### src/rtl/knn_ctrl.sv
// K-nearest-neighbour query controller: streams data points into a distance
// datapath, then scans the returned distances into a sorted top-K list.
module knn_ctrl #(
  parameter int NUM_PTS = 16,
  parameter int K       = 4,
  parameter int DP_LAT  = 3
) (
  input  logic              clk,
  input  logic              rst,
  input  logic              start,
  input  logic [31:0]       test_pt,
  output logic              busy,
  output logic              done,
  output logic              pt_rd,
  output logic [7:0]        pt_addr,
  input  logic [31:0]       pt_data,
  output logic [31:0]       dp_test_pt,
  output logic [31:0]       dp_data_pt,
  output logic              dp_start,
  output logic              dp_sample,
  output logic [7:0]        dp_addr,
  input  logic [31:0]       dp_dist,
  output logic [8*K-1:0]    nn_idx,
  output logic [32*K-1:0]   nn_dist
);

  typedef enum logic [2:0] {IDLE, PRIME, RUN, SCAN, DONE} state_t;

  localparam logic [15:0] NP       = 16'(NUM_PTS);
  localparam logic [15:0] LAT      = 16'(DP_LAT);
  localparam logic [15:0] RUN_LAST = 16'(NUM_PTS + DP_LAT - 1);

  state_t      state;
  logic [15:0] cnt;
  logic        data_sel;
  logic [7:0]  idx_q  [K];
  logic [31:0] dist_q [K];
  logic [7:0]  idx_d  [K];
  logic [31:0] dist_d [K];
  logic [7:0]  cons_idx;

  assign dp_data_pt = data_sel ? pt_data : '0;
  // Distance consumed in SCAN cycle cnt belongs to the index issued one cycle earlier.
  assign cons_idx   = 8'(cnt - 16'd1);

  // Insertion into the sorted list: lt is a thermometer code (list is ascending),
  // so the slot where it first goes high takes the new entry, higher ones shift up.
  always_comb begin
    logic [K-1:0] lt;
    for (int unsigned s = 0; s < K; s++) begin
      lt[s]     = dp_dist < dist_q[s];
      idx_d[s]  = idx_q[s];
      dist_d[s] = dist_q[s];
    end
    if (lt[0]) begin
      idx_d[0]  = cons_idx;
      dist_d[0] = dp_dist;
    end
    for (int unsigned s = 1; s < K; s++) begin
      if (lt[s]) begin
        if (lt[s-1]) begin
          idx_d[s]  = idx_q[s-1];
          dist_d[s] = dist_q[s-1];
        end else begin
          idx_d[s]  = cons_idx;
          dist_d[s] = dp_dist;
        end
      end
    end
  end

  for (genvar s = 0; s < K; s++) begin : g_pack
    assign nn_idx[8*s +: 8]   = idx_q[s];
    assign nn_dist[32*s +: 32] = dist_q[s];
  end

  always_ff @(posedge clk or posedge rst) begin
    if (rst) begin
      state      <= IDLE;
      cnt        <= '0;
      busy       <= 1'b0;
      done       <= 1'b0;
      pt_rd      <= 1'b0;
      pt_addr    <= '0;
      dp_start   <= 1'b0;
      dp_sample  <= 1'b0;
      dp_addr    <= '0;
      dp_test_pt <= '0;
      data_sel   <= 1'b0;
      for (int unsigned s = 0; s < K; s++) begin
        idx_q[s]  <= '1;
        dist_q[s] <= '1;
      end
    end else begin
      case (state)
        IDLE: begin
          if (start) begin
            state      <= PRIME;
            busy       <= 1'b1;
            dp_test_pt <= test_pt;
            pt_rd      <= 1'b1;
            pt_addr    <= '0;
            for (int unsigned s = 0; s < K; s++) begin
              idx_q[s]  <= '1;
              dist_q[s] <= '1;
            end
          end
        end
        PRIME: begin
          state    <= RUN;
          cnt      <= '0;
          dp_start <= 1'b1;
          data_sel <= 1'b1;
          pt_rd    <= (NUM_PTS > 1);
          pt_addr  <= (NUM_PTS > 1) ? 8'd1 : 8'd0;
        end
        RUN: begin
          if (cnt == RUN_LAST) begin
            state     <= SCAN;
            cnt       <= '0;
            dp_start  <= 1'b0;
            data_sel  <= 1'b0;
            pt_rd     <= 1'b0;
            dp_sample <= 1'b1;
            dp_addr   <= 8'(LAT);
          end else begin
            cnt      <= cnt + 16'd1;
            data_sel <= (cnt + 16'd1 < NP);
            if (cnt + 16'd2 < NP) begin
              pt_rd   <= 1'b1;
              pt_addr <= 8'(cnt + 16'd2);
            end else begin
              pt_rd   <= 1'b0;
            end
          end
        end
        SCAN: begin
          if (cnt != '0) begin
            for (int unsigned s = 0; s < K; s++) begin
              idx_q[s]  <= idx_d[s];
              dist_q[s] <= dist_d[s];
            end
          end
          if (cnt == NP) begin
            state <= DONE;
            done  <= 1'b1;
            cnt   <= '0;
          end else begin
            cnt <= cnt + 16'd1;
            if (cnt + 16'd1 < NP) begin
              dp_addr <= 8'(cnt + 16'd1 + LAT);
            end else begin
              dp_sample <= 1'b0;
            end
          end
        end
        DONE: begin
          state <= IDLE;
          done  <= 1'b0;
          busy  <= 1'b0;
        end
        default: state <= IDLE;
      endcase
    end
  end

endmodule

### config.mk
export PLATFORM = sky130hd
export DESIGN_NAME = knn_ctrl
export DESIGN_NICKNAME = d
export VERILOG_FILES = /design/src/rtl/knn_ctrl.sv
export SDC_FILE = /design/constraint.sdc
export NUM_CORES = 1
export LEC_CHECK = 0
export BUFFER_PORTS_ARGS = -buffer_cell sky130_fd_sc_hd__clkbuf_2
export CORE_MARGIN = 10
export CORE_UTILIZATION = 55
export CTS_CLUSTER_SIZE = 8
export DETAILED_ROUTE_END_ITERATION = 8
export PLACE_DENSITY = 0.89
export SLEW_MARGIN = 20
export SYNTH_ARGS = -nofsm -noshare
export SYNTH_HDL_FRONTEND = slang
export SYNTH_SLANG_ARGS = --single-unit
### constraint.sdc
create_clock -name clk -period 9.49 [get_ports clk]
set_input_delay 1.898 -clock clk [delete_from_list [all_inputs] [get_ports clk]]
set_output_delay 1.898 -clock clk [all_outputs]
set_load 0.01 [all_outputs]
# Word level (Yosys, flattened, before mapping)
# Index checks and enable logic that the tools add are counted.
[classes] n_reduce_logical=22 eq_ne=19 muxes=51 magnitude_cmp=6 n_addsub=4
[op_table] op="$mux W32" count=10
[op_table] op="$mux W128" count=2
[op_table] op="$pmux W128 S2" count=1
[op_table] op="$lt A32 B32 Y1" count=4
[op_table] op="$mux W8" count=13
[op_table] op="$pmux W32 S2" count=1
[op_table] op="$pmux W16 S3" count=1
[op_table] op="$eq A16 B5 Y1 const B" count=2
[op_table] op="$lt A16 B5 Y1 const B" count=2
[op_table] op="$mux W16" count=2
[op_table] op="$reduce_and A4 Y1" count=7
[op_table] op="$ne A2 B2 Y1 const B" count=13
[op_table] op="$pmux W8 S3" count=1
[op_table] op="$add A16 B1 Y16 const B" count=1
[op_table] op="$add A16 B2 Y16 const B" count=1
[op_table] op="$pmux W8 S2" count=1
[op_table] op="$reduce_bool A16 Y1" count=1
[op_table] op="$pmux W3 S4" count=1
[op_table] op="$pmux W1 S2" count=5
[op_table] op="$reduce_and A2 Y1" count=5
[op_table] op="$reduce_bool A2 Y1" count=5
[op_table] op="$mux W1" count=9
[op_table] op="$mux W3" count=3
[op_table] op="$add A8 B2 Y8 const B" count=1
[op_table] op="other kinds (8)" count=10
[word_totals] regBits=233 output_inout_bits=245 elab_cells=121

# Longest topological paths before layout
[depth] ltp_word=5 ltp_mapped=11 depth_no_buf=9

# Worst setup path after synthesis
# Ideal clock, no wire load.
[synth_timing] path_kind="in2reg" from="input dp_dist[22]" to="register dist_q, in the netlist nn_dist[32]" stages=10 setup_time_ps=75 path_slack_ps=5456 arrival_ps=3959 path_cell_list="ha_1 -> a21oi_1 -> nand2_1 -> a221o_1 -> o31a_1 -> nor4_2 -> and2_1 -> clkbuf_1 -> buf_4 -> mux2i_1"
[synth_via] elab_chain_cells=5 word_cells_on_any_way=8 classes_between="order compare: 2; eq/ne: 1; mux: 4; reduce/logical: 1"
[synth_rtl] item="from (decl)" line="22" rtl="input logic [31:0] dp_dist,"
[synth_rtl] item="$lt A32 B32 Y1" line="51" rtl="lt[s] = dp_dist < dist_q[s];"
[synth_rtl] item="$mux W32" line="61" rtl="if (lt[s-1]) begin"
[synth_rtl] item="$mux W32" line="60" rtl="if (lt[s]) begin"
[synth_rtl] item="$mux W128" line="138" rtl="if (cnt != '0) begin"
[synth_rtl] item="$pmux W128 S2" line="95" rtl="case (state)"
[synth_rtl] item="to (signal, indexed assignment)" line="141" rtl="dist_q[s] <= dist_d[s];"
[synth_rtl] item="to (decl)" line="37" rtl="logic [31:0] dist_q [K];"
# Parallel ways exist; a longest one is shown, timed or not. The select of a mux whose other input is x is not followed.
# A chain may end at the register's enable or synchronous reset.

# Worst setup path in the final report
[layout_timing] from="input dp_dist[9]" to="register dist_q, in the netlist nn_dist[32]"
# The elaborated chain is that of the path after synthesis.

==> summary.md <==
| Metric | Value |
|---|---|
| Status | finished, final reports clean |
| Area contributors post-synth | dfstp_2 28%, mux2i_1 17%, dfrtp_1 12% |
| Max Slew Vio Count | 0 |
| Starting DRC count in detailed routing | 990 |
| Cell area after synthesis | roughly 15000 um2 |
| Synth Area in Simple Gates | a little under an eighth |
| Routability Congestion | 0.9277 |
| Row cnt | 59 |
| Mean area per synthesized cell | about 10 um2 |
| Area share of the largest cell type after synthesis | between 20% and 30% |
| Worst slew pin tran | 1.120 ns |
| CP Capture Type | register |
| GRT Residual Overflow | 0 |
| Dpl ws | about 3.8 ns |
| Number of synthesized flops with an enable pin | 0 |
| Worst hold path type | reg2reg |
| I/O pin cnt | roughly 340 |
| Compound-Gate Fraction of Synth Area | about 10% |
| Flops & latches, synth | approximately 230 |
| Area grow syn2layout | 19.97% |
| Power per Cell Area | approximately 310 nW/um2 |
| RSZ-0062 raised after global routing | false |
| Clock Skew | approximately 0.021 ns |
| Largest net degree at the start of global routing | between 100 and 150 |
| Initial Util | 56.36% |
| Post-synthesis sequential area ratio | between 40 and 50% |
| Largest family of logic cells by synthesized area | multiplexers |
| Peak VDD IR | roughly 0.00021 V |
| Die Wd | between 150 and 200 um |
| Final WL | 45320 um |
| Adder-cell share of the synthesized area | a little under an eighth |
| Yosys Warn Count | 0 |
| DRC | 0 |
| FF-to-FF setup slack | about 5.3 ns |
| Final hold vios | 0 |
| Final HPWL from detailed placement | ~33000 um |
| XOR/XNOR Fraction of Synth Area | 1.364% |
| Max-Cap Viols | 0 |
| Post-Synthesis Cells | approximately 1500 |
| Post-CTS sizing | 0 |
| Die height | 183.9 um |
| CTS tree | done |
| Antenna violations before repair | 1 |
| Leakage | between 9 and 10 nW |
| Setup crit start | dp_dist[9] |
| Worst setup margin | 4.267 ns |
| Reg2Reg Depth | 11 |
| CP endpoint | nn_dist[32] |
| Synth unique cells | 57 |
| Reg2Reg Launch Point | nn_dist[41] |
| Crit path max fanout | 41 |
| Endpoints failing setup | 0 |
| WP data required | around 9.9 ns |
| Synth async-reset ratio | 100.0% |
| Mux cell area share after synthesis | around a fifth |
| Global-route usage over all layers | between 20% and 30% |
| Fmax | between 150 and 200 MHz |
| Clk root buf | clkbuf_16 |
| H-tree depth | 2 |
| Vias in the first global route | about 13000 |
| Post-DR wirelength/cell | 21.26 um |
| Crit share post-route | a little under three fifths |
| Hold_buf cts | 0 |
| TritonRoute pass-1 iters | 5 |
| Rel. slew slack | 25.35% |
| Reg clk slew, reported paths | approximately 0.050 ns |
| Core Util, Final | between 60% and 70% |
| Via-to-Cell Ratio | 5.865 |
| Post-route ant nets | 0 |
| TritonCTS Buffers | 35 |
| Clk buf depth | 3 |
| Final setup TNS | 0 ns |
| Clock latency on the worst-skew pair | 0.52 ns |
| DIE AREA | 33810 um2 |
| Worst setup SP type | input pin |
| Worst R2R End | nn_dist[32] |
| First-pass GRT wire length | 70990 um |
| Min cycle time layout | 5.223 ns |
| Cell taking the most area after synthesis | dfstp_2 |
| Port-buffer cells | between 300 and 400 |
| Vias | 12504 |
| Share of cells above drive strength 1 | 33.52% |
| Clock Sinks | 233 |
| Synth Net Count | about 1700 |
| Crit path arrival time | 5.64 ns |
| CP Class | in2reg |
| Nets | just over 2000 |
| Post-CTS Setup Bufs | 0 |
| Post-synth top flop | dfstp_2 |
| Core Region | 26210 um2 |
## metrics by stage
step / hold WS (ns) / std cells / area [um2] / power (mW)
after floorplan: 0.5111 / 1464 / 14770 / 3.440
after CTS: 0.4915 / 2131 / 17720 / 5.549
final: 0.4918 / 2132 / 17720 / 5.530
after global placement: 0.4706 / 2080 / 16700 / 4.215
after global routing: 0.5074 / 2132 / 17720 / 5.872
after detailed placement: 0.4736 / 2080 / 16700 / 4.347
## routing by layer
metal | global-route usage (%) | vias to the layer above | wire length, um | share of wire (%)
met1 | 30.80 | 6143 | 17980 | 40
met4 | 8.817 | 0 | 1395 | 3.1
li1 | - | 5767 | - | -
met2 | 43.99 | 489 | 21920 | 48
met5 | 0 | - | 0 | 0
met3 | 7.648 | 105 | 4021 | 8.9
## logic make-up after synthesis
kind of cell,Yosys count
simple gates,370
mux,277
flops,233
compound gates,220
buf+inv,208
fa+ha+maj,133
xor+xnor,23
## layout by cell type, fill, tap and decap left out, drive strengths merged, types with 6 or more instances in the layout
master  instances
o22a           42
o31ai           7
and2           38
xor2            6
o21ai          51
nor4            9
nor2          163
buf            12
a211oi          7
mux2i         245
a31oi           6
mux2           32
inv           135
and4            7
nor2b           6
dfstp         160
ha            133
and3            6
a21oi          55
a21o           15
nor3           19
nand3          14
nand2          71
dfrtp          73
xnor2          17
nand4          24
clkbuf        391
## synthesized netlist by cell type, drive strengths merged (7+ instances only)
library cell	n
nor4	9
o31ai	7
dfstp	160
a21oi	55
mux2	32
mux2i	245
xnor2	17
nor2	163
a21o	15
a211oi	7
nand2	71
buf	35
dfrtp	73
clkbuf	39
inv	134
ha	133
and4	7
nor3	19
o21ai	51
o22a	42
nand4	24
and2	38
nand3	14
## where the power goes
| part | switching, mW | leakage (nW) | internal, mW | total (mW) |
|---|---|---|---|---|
| Clock | 0.445 | 0.489 | 0.721 | 1.17 |
| Combinational | 1.43 | 6.91 | 1.07 | 2.50 |
| Sequential | 0.344 | 2.60 | 1.52 | 1.87 |
| Total | 2.22 | 10.0 | 3.31 | 5.53 |
## flip-flops by register name (all words and copies together) (netlist names), 3 cells and up
| register | flops |
|---|---|
| nn_dist | 128 |
| nn_idx | 32 |
| dp_addr | 8 |
| cnt | 16 |
| state | 3 |
| dp_test_pt | 32 |
| pt_addr | 8 |
## area by class of cell
class	count	area (um2)
timing repair buffer	355	1807
sequential	233	6031
clock inverter	3	55.05
antenna	1	2.502
clock buffer	48	955.9
inverter	134	510.5
fill	1935	8488
multi-input combinational	1023	7938
tap	335	419.2
## worst max-delay path: stages
cell      delay, ns
clkbuf_2       0.17
ha_1           0.36
a21oi_1        0.16
o21ai_0        0.16
a221o_1        0.32
o31a_1         0.27
nor4_4         0.20
buf_4          0.63
and2_2         0.61
buf_4          0.52
mux2i_1        0.26
## how the worst min path moves through the flow
stage,start,endpoint,slack [ns],depth (start not counted)
2_1_floorplan,state[2],state[0],0.51,1
3_3_place_gp,dp_addr[5],dp_addr[5],0.47,1
3_5_place_dp,dp_addr[6],dp_addr[6],0.47,1
4_1_cts,dp_addr[6],dp_addr[6],0.49,1
5_1_grt,dp_addr[6],dp_addr[6],0.51,1
6_report,dp_addr[6],dp_addr[6],0.49,1
No activity file was read; power rests on OpenSTA's default activity.
